[config.mk]
export PLATFORM = sky130hd
export DESIGN_NAME = fetch_stage
export DESIGN_NICKNAME = d
export VERILOG_FILES = /design/src/rtl/y86_pkg.sv /design/src/rtl/fetch_align.sv /design/src/rtl/fetch_stage.sv
export SDC_FILE = /design/constraint.sdc
export NUM_CORES = 1
export LEC_CHECK = 0
export CAP_MARGIN = 20
export CORE_AREA = 3 3 205 207
export DETAILED_ROUTE_END_ITERATION = 16
export DIE_AREA = 0 0 208 210
export PLACE_DENSITY_LB_ADDON = 0.08
export SYNTH_ARGS = -nofsm -noshare
export SYNTH_HDL_FRONTEND = slang
export SYNTH_SLANG_ARGS = --single-unit
[constraint.sdc]
create_clock -name clk -period 7.83 [get_ports clk]
set_input_delay 1.566 -clock clk [delete_from_list [all_inputs] [get_ports clk]]
set_output_delay 1.566 -clock clk [all_outputs]
set_load 0.02 [all_outputs]
[src/rtl/y86_pkg.sv]
// rtl/y86_pkg.sv - Y86-64 instruction codes, status codes and fetch helpers
package y86_pkg;

    localparam logic [3:0] I_HALT   = 4'h0;
    localparam logic [3:0] I_NOP    = 4'h1;
    localparam logic [3:0] I_RRMOVQ = 4'h2;
    localparam logic [3:0] I_IRMOVQ = 4'h3;
    localparam logic [3:0] I_RMMOVQ = 4'h4;
    localparam logic [3:0] I_MRMOVQ = 4'h5;
    localparam logic [3:0] I_OPQ    = 4'h6;
    localparam logic [3:0] I_JXX    = 4'h7;
    localparam logic [3:0] I_CALL   = 4'h8;
    localparam logic [3:0] I_RET    = 4'h9;
    localparam logic [3:0] I_PUSHQ  = 4'hA;
    localparam logic [3:0] I_POPQ   = 4'hB;

    localparam logic [3:0] RNONE = 4'hF;

    typedef enum logic [2:0] {
        STAT_AOK = 3'd1,
        STAT_HLT = 3'd2,
        STAT_ADR = 3'd3,
        STAT_INS = 3'd4
    } stat_e;

    localparam logic [63:0] LEN_OPCODE = 64'd1;
    localparam logic [63:0] LEN_REGIDS = 64'd1;
    localparam logic [63:0] LEN_VALC   = 64'd8;

    // Only rrmovq/cmovXX and jXX have 7 variants; OPq has 4; everything else has one.
    function automatic logic ifun_ok(input logic [3:0] icode, input logic [3:0] ifun);
        case (icode)
            I_RRMOVQ, I_JXX: return ifun <= 4'd6;
            I_OPQ:           return ifun <= 4'd3;
            default:         return ifun == 4'd0;
        endcase
    endfunction

endpackage

[src/rtl/fetch_align.sv]
// rtl/fetch_align.sv - splits the 10-byte instruction word into fields and computes valP
import y86_pkg::*;

module fetch_align (
    input  logic [79:0] imem_data,
    input  logic [63:0] pc,
    output logic [3:0]  icode,
    output logic [3:0]  ifun,
    output logic [3:0]  ra,
    output logic [3:0]  rb,
    output logic [63:0] valc,
    output logic [63:0] valp,
    output logic        need_regids,
    output logic        need_valc,
    output logic        valid
);

    always_comb begin
        icode = imem_data[7:4];
        ifun  = imem_data[3:0];

        case (icode)
            I_RRMOVQ, I_IRMOVQ, I_RMMOVQ, I_MRMOVQ,
            I_OPQ, I_PUSHQ, I_POPQ: need_regids = 1'b1;
            default:                need_regids = 1'b0;
        endcase

        case (icode)
            I_IRMOVQ, I_RMMOVQ, I_MRMOVQ,
            I_JXX, I_CALL: need_valc = 1'b1;
            default:       need_valc = 1'b0;
        endcase

        // Raw nibbles/bytes; the consumer gates them with the need flags.
        ra   = imem_data[15:12];
        rb   = imem_data[11:8];
        valc = need_regids ? imem_data[79:16] : imem_data[71:8];

        valp = pc + LEN_OPCODE
                  + (need_regids ? LEN_REGIDS : 64'd0)
                  + (need_valc   ? LEN_VALC   : 64'd0);

        valid = (icode <= I_POPQ) && ifun_ok(icode, ifun);
    end

endmodule

[src/rtl/fetch_stage.sv]
// rtl/fetch_stage.sv - Y86-64 fetch stage: PC select, predicted-PC register, halt latch
import y86_pkg::*;

module fetch_stage #(
    parameter logic [63:0] RESET_PC = 64'h0,
    parameter int          CNT_W    = 32
) (
    input  logic             clk,
    input  logic             rst_n,
    input  logic             f_stall,
    input  logic [3:0]       m_icode,
    input  logic             m_cnd,
    input  logic [63:0]      m_valA,
    input  logic [3:0]       w_icode,
    input  logic [63:0]      w_valM,
    output logic [63:0]      imem_addr,
    input  logic [79:0]      imem_data,
    input  logic             imem_error,
    output logic [2:0]       stat_f,
    output logic [3:0]       icode_f,
    output logic [3:0]       ifun_f,
    output logic [3:0]       rA_f,
    output logic [3:0]       rB_f,
    output logic [63:0]      valc_f,
    output logic [63:0]      valp_f,
    output logic [63:0]      pred_pc,
    output logic [CNT_W-1:0] fetch_count
);

    logic        halted;
    logic        mispredict;
    logic        ret_redirect;
    logic        redirect;
    logic [63:0] pc;
    logic [3:0]  a_icode;
    logic [3:0]  a_ifun;
    logic [3:0]  a_ra;
    logic [3:0]  a_rb;
    logic [63:0] a_valc;
    logic [63:0] a_valp;
    logic        a_need_regids;
    logic        a_need_valc;
    logic        a_valid;
    logic [2:0]  raw_stat;
    logic [63:0] prediction;
    logic        bubble;
    logic        load;
    logic        halt_set;

    always_comb begin
        mispredict   = (m_icode == I_JXX) && !m_cnd;
        ret_redirect = (w_icode == I_RET);
        redirect     = mispredict || ret_redirect;
        if (mispredict)
            pc = m_valA;
        else if (ret_redirect)
            pc = w_valM;
        else
            pc = pred_pc;
    end

    fetch_align u_align (
        .imem_data   (imem_data),
        .pc          (pc),
        .icode       (a_icode),
        .ifun        (a_ifun),
        .ra          (a_ra),
        .rb          (a_rb),
        .valc        (a_valc),
        .valp        (a_valp),
        .need_regids (a_need_regids),
        .need_valc   (a_need_valc),
        .valid       (a_valid)
    );

    always_comb begin
        if (imem_error)
            raw_stat = STAT_ADR;
        else if (!a_valid)
            raw_stat = STAT_INS;
        else if (a_icode == I_HALT)
            raw_stat = STAT_HLT;
        else
            raw_stat = STAT_AOK;

        prediction = (a_icode == I_JXX || a_icode == I_CALL) ? a_valc : a_valp;

        // A redirect always wins: it reloads the PC even when stalled or halted.
        load     = redirect || (!f_stall && !halted);
        halt_set = (raw_stat != STAT_AOK) && !f_stall && !redirect && !halted;
        bubble   = !rst_n || (halted && !redirect);
    end

    always_comb begin
        imem_addr = rst_n ? pc : RESET_PC;
        if (bubble) begin
            stat_f  = STAT_AOK;
            icode_f = I_NOP;
            ifun_f  = 4'h0;
            rA_f    = RNONE;
            rB_f    = RNONE;
            valc_f  = 64'h0;
            valp_f  = 64'h0;
        end else begin
            stat_f  = raw_stat;
            icode_f = a_icode;
            ifun_f  = a_ifun;
            rA_f    = a_need_regids ? a_ra : RNONE;
            rB_f    = a_need_regids ? a_rb : RNONE;
            valc_f  = a_need_valc ? a_valc : 64'h0;
            valp_f  = a_valp;
        end
    end

    always_ff @(posedge clk or negedge rst_n) begin
        if (!rst_n) begin
            pred_pc     <= RESET_PC;
            halted      <= 1'b0;
            fetch_count <= '0;
        end else begin
            if (load)
                pred_pc <= prediction;
            if (redirect)
                halted <= 1'b0;
            else if (halt_set)
                halted <= 1'b1;
            if (load && raw_stat == STAT_AOK)
                fetch_count <= fetch_count + CNT_W'(1);
        end
    end

endmodule

Yosys cells after proc, flatten, opt, wreduce, memory -nomap -nowiden
Cells that the tools add are included.

Magnitude comparators: 3. Reduce and logical (&&, ||, !) cells: 23. $add $sub $neg: 4. Eq/ne operators: 13. Multiplexer cells: 25.

Operator list (number): 64-bit two-way mux (8); 64-bit adder (2); 64-bit by 1-bit adder with 64-bit output, second input constant (1); 32-bit by 1-bit adder with 32-bit output, second input constant (1); 4-bit two-way mux (7); 4-bit by 3-bit == test with 1-bit output, second input constant (5); 4-bit == test, second input constant (4); 3-bit two-way mux (3); 4-bit by 2-bit == test with 1-bit output, second input constant (2); 1-bit logical AND (8); 4-bit zero test (2); 7-bit OR reduction (1); 1-bit zero test (5); 1-bit two-way mux (5); 5-bit OR reduction (1); 4-bit by 2-bit <= comparator with 1-bit output, second input constant (1); 4-bit by 3-bit <= comparator with 1-bit output, second input constant (1); 4-bit <= comparator, second input constant (1); 1-bit logical OR (4); 3-bit by 1-bit == test with 1-bit output, second input constant (1); 3-bit by 1-bit != test with 1-bit output, second input constant (1); 2-bit two-way mux (1); 1-bit case mux with 2 select lines (1); 2-bit nonzero test (1); 2-bit OR reduction (1).

Word-level logic and storage cells: 71. Output and inout port bits: 307. Flip-flop bits (word level): 97.

Logic depth before layout (Yosys ltp)
Depth after elaboration: 12. Depth in mapped cells: 24. Mapped depth without buffers: 15.

Cells and area by module
Synthesis repeated with hierarchy kept, for this count alone.

Cells, all modules: 1290. Area, all modules: 9730.6 um^2.

Modules (own cells, without submodules): fetch_stage (area an instance 7249.5 um^2, cells an instance 965, times used 1, seq. area each 2427.3 um^2); fetch_align (area an instance 2481.1 um^2, cells an instance 325, times used 1, seq. area each 0.0 um^2).

Worst setup path before layout
OpenSTA, ideal clock, no wires.

Path kind: input -> output. Start: input w_icode[2]. End: output valp_f[40]. Setup slack: 0.445 ns. Data required time: 6.264 ns. Data arrival time: 5.819 ns. Stages: 22. Cell sequence: nand4bb_1 > buf_4 > buf_6 > buf_6 > buf_2 > buf_2 > buf_2 > buf_2 > buf_2 > nand2_1 > a21oi_1 > a21oi_1 > ha_1 > inv_1 > ha_1 > nand3_1 > o31ai_1 > a41oi_2 > nor4_4 > nand4_4 > or4_1 > a21oi_1.

Cells in the longest elaborated chain, start to end: 7. Elaborated cells on any way between the ends: 11. Classes of those cells: 3 x add/sub; 1 x eq/ne; 3 x mux; 4 x reduce/logical.

RTL lines: from (decl) (RTL line fetch_stage.sv:14) `input logic [3:0] w_icode,`; 4-bit == test * (RTL line fetch_stage.sv:52) `ret_redirect = (w_icode == I_RET);`; 64-bit two-way mux (RTL line fetch_stage.sv:56) `else if (ret_redirect)`; 64-bit two-way mux (RTL line fetch_stage.sv:54) `if (mispredict)`; 64-bit by 1-bit adder with 64-bit output (RTL line fetch_align.sv:39) `valp = pc + LEN_OPCODE`; 64-bit adder (RTL line fetch_align.sv:40) `+ (need_regids ? LEN_REGIDS : 64'd0)`; 64-bit adder (RTL line fetch_align.sv:41) `+ (need_valc ? LEN_VALC : 64'd0);`; 64-bit two-way mux * (RTL line fetch_stage.sv:96) `if (bubble) begin`; to (decl) (RTL line fetch_stage.sv:25) `output logic [63:0] valp_f,`.

Every way passes the cells marked *; elsewhere a longest branch is shown, timed or not.

Worst setup path in the final report
Start: input imem_data[6]. End: output valp_f[40].

Cells in the longest elaborated chain, start to end: 7. Elaborated cells on any way between the ends: 18. Classes of those cells: 2 x add/sub; 9 x eq/ne; 5 x mux; 2 x reduce/logical.

RTL lines: from (decl) (RTL line fetch_stage.sv:17) `input logic [79:0] imem_data,`; 4-bit == test, or another cell as far along (RTL line fetch_align.sv:22) `case (icode)`; 7-bit OR reduction (RTL line fetch_align.sv:22); 1-bit two-way mux (RTL line fetch_align.sv:22); 1-bit two-way mux (RTL line fetch_align.sv:40); 64-bit adder (RTL line fetch_align.sv:40); 64-bit adder * (RTL line fetch_align.sv:41); 64-bit two-way mux * (RTL line fetch_stage.sv:96).

Marked as above.

==> reports/results.ini <==
[worst_hold_path]
worst_hold_path_type = flip-flop to flip-flop

[yosys]
synth_area_leaders = dfrtp_1 24%, mux2i_1 9.0%, nand2_1 8.7%, nor2_1 8.5%, xnor2_1 5.2%
synthTopCellsByCount = 239 x nand2_1, 233 x nor2_1, 99 x a21oi_1, 97 x dfrtp_1, 93 x mux2i_1
seq_area_frac_synth = 0.236
ys_warn_count = 0
ys_ff_latch = 97
synth.avg_cell_area_um2 = 7.16
synth_top_cell_by_area = dfrtp_1
syn_nets = 1661
ys_async_sr_fraction = 1.00
yosys_most_used_dff = dfrtp_1
synth-edff-count = 0
synthCells = 1436
yosysMostFrequentCell = nand2_1
yosysUniqueCellTypes = 70
synth_top_area_frac = 0.236
synth_area_um2 = 10300

[layout]
layout.cells.non_filler = 2462
design_area_um2 = 16600
syn2layout_area_growth_pct = 61.0
final_nets = 2150
n_fill_cell = 4203
layout-drive-gt1-share = 0.0808
diodes = 0
fin_util = 0.408

[placement]
hpwl_mm = 47.8
placed_area_um2 = 16200
pre_cts_ws_ns = -0.0405
numPortBuffers = 527
gp_congestion = 0.886
dp.cells = 2442

[clock_tree]
cts_tree = yes
htree_levels = 3
cts-buffers-inserted = 9
cts.reportedPaths.clkPinSlew_ns = 0.08
cts_sinks = 97
clockRootBuffer = clkbuf_16
clk_latency_ns = 0.39
cts_buffer_depth = 2

[setup_path]
critPathTopFamily = simple AND/OR/NAND/NOR gates
critPathRequiredTime_ns = 6.26
critPathBufInv = 3
critPathSlowestCell = clkdlybuf4s50_1
path_cells = clkdlybuf4s50_1 -> nand2b_1 -> a21oi_1 -> a21oi_4 -> ha_1 -> inv_1 -> ha_1 -> nand3_1 -> o31ai_1 -> a41oi_2 -> nor4_4 -> nand4_4 -> or4_1 -> a21oi_1 -> clkdlybuf4s50_1
crit_type = primary input to output port
cp-end-kind = output port
cpPeakStageDelay_ns = 0.69
cp_max_fo = 11
critical_path_arrival_ns = 6.08
start_kind = primary input

[detailed_routing]
via_count = 13000
via_per_inst = 5.27
drt_pre_antenna_iters = 5
wl_mm = 62.3
drtAntennaViolNets = 0
drt_iter0_drc = 858
drc = 0
wl_per_cell_um = 25.3

[power_and_ir_drop]
leakagePower_nw = 6.55
fin_total_pwr_mw = 3.73
p_per_area_nw_per_um2 = 225
ir_drop_v = 0.000131

[timing]
period_minus_slack_ns = 7.65
fin_crit_sh = 0.977
setup_ws_ns = 0.183
max_slew_margin = 0.348
whs_ns = 0.471
hold_viol_final = 0
finalMaxSlewViolations = 0
worst_pin_slew_ns = 0.978
setup_tns_ns = 0
rsz0062_at_grt = yes
skew_ns = 0.0142
clock.fmax_ghz = 0.131
setup_viol = 0

[floorplan]
initial_utilization = 0.254
coreArea_um2 = 40600
core.rowCount = 74
die_y_um = 210
die_area_um2 = 43700
die_w_um = 208
ios = 528

[global_routing]
grt_pass1_vias = 12900
grt_usage = 0.272
antenna_found_initial = 2
grt_first_pass_wirelength_mm = 89.9
grt-ovfl-total = 0
grt_max_degree = 69

[status]
status = completed

[flow_run]
max_cap_viol_count = 0

==> routing by layer <==
layer  vias to the layer above  share of wire  GRT usage
met5                         -        0.00021          0
met4                         2          0.019     0.0567
met3                        59          0.074     0.0609
met2                       574           0.49      0.478
met1                      6336           0.42      0.345
li1                       6004              -          -
==> worst paths after layout <==
kind,start,to,slack [ns],depth (start not counted)
worst max register to register,pred_pc[0],pred_pc[40],4.32,14
max in group asynchronous,rst_n,fetch_count[29],5.45,3
worst max-delay path,imem_data[6],valp_f[40],0.18,15
worst min-delay path,fetch_count[31],fetch_count[31],0.47,1
worst min register to register,fetch_count[31],fetch_count[31],0.47,1
min in group asynchronous,rst_n,pred_pc[7],1.00,1
==> cell type report <==
type	instances	area, um^2	share of cell area
clock buffers	9	225	0.0136
well taps	532	666	0.0402
flip-flops and latches	97	2430	0.147
clock inverters	7	81.3	0.00491
inverters	12	45.0	0.00272
repair buffers	579	5670	0.343
multi-input cells	1226	7440	0.449
==> sequential cells by signal (all words and copies together), names as in the netlist <==
name / count
fetch_count: 32
pred_pc: 64
halted: 1
==> power breakdown <==
part / internal (mW) / switching (mW) / leakage [nW] / total, mW
combinational: 1.05 / 1.35 / 5.25 / 2.40
sequential: 0.642 / 0.186 / 1.16 / 0.828
clock: 0.230 / 0.274 / 0.150 / 0.504
==> logic make-up after synthesis <==
logic type / share of synthesized area
and+or+nand+nor: 0.373
DFF: 0.236
muxes: 0.119
buffers and inverters: 0.0517
adders and majority gates: 0.00487
AOI/OAI and AO/OA: 0.142
xor gates and xnor gates: 0.0732
==> timing repair <==
| item | CTS | global route |
|---|---|---|
| resized for setup | 1 | 2 |
| setup endpoints to repair | 1 | 5 |
| buffers inserted | 0 | 4 |
| hold buffers | 0 | 0 |
| pin swaps | 0 | 2 |
==> layout by cell type, fill, tap and decap left out, types with 10 or more instances in the layout <==
cell / synthesis / final
mux2_2: 22 / 22
nand3_1: 77 / 77
xnor2_1: 61 / 61
and3_1: 13 / 13
a31o_2: 10 / 10
and2_1: 51 / 51
nand2_1: 239 / 238
nand4_1: 17 / 17
o21ai_0: 40 / 40
mux2i_1: 93 / 93
inv_1: 12 / 12
nor3_1: 56 / 55
xor2_1: 25 / 25
buf_4: 4 / 51
nor2_1: 233 / 232
clkdlybuf4s50_1: 0 / 525
a21oi_1: 99 / 98
a31oi_1: 51 / 51
dfrtp_1: 97 / 97
or3_1: 13 / 12
No activity file was read; power rests on OpenSTA's default activity.
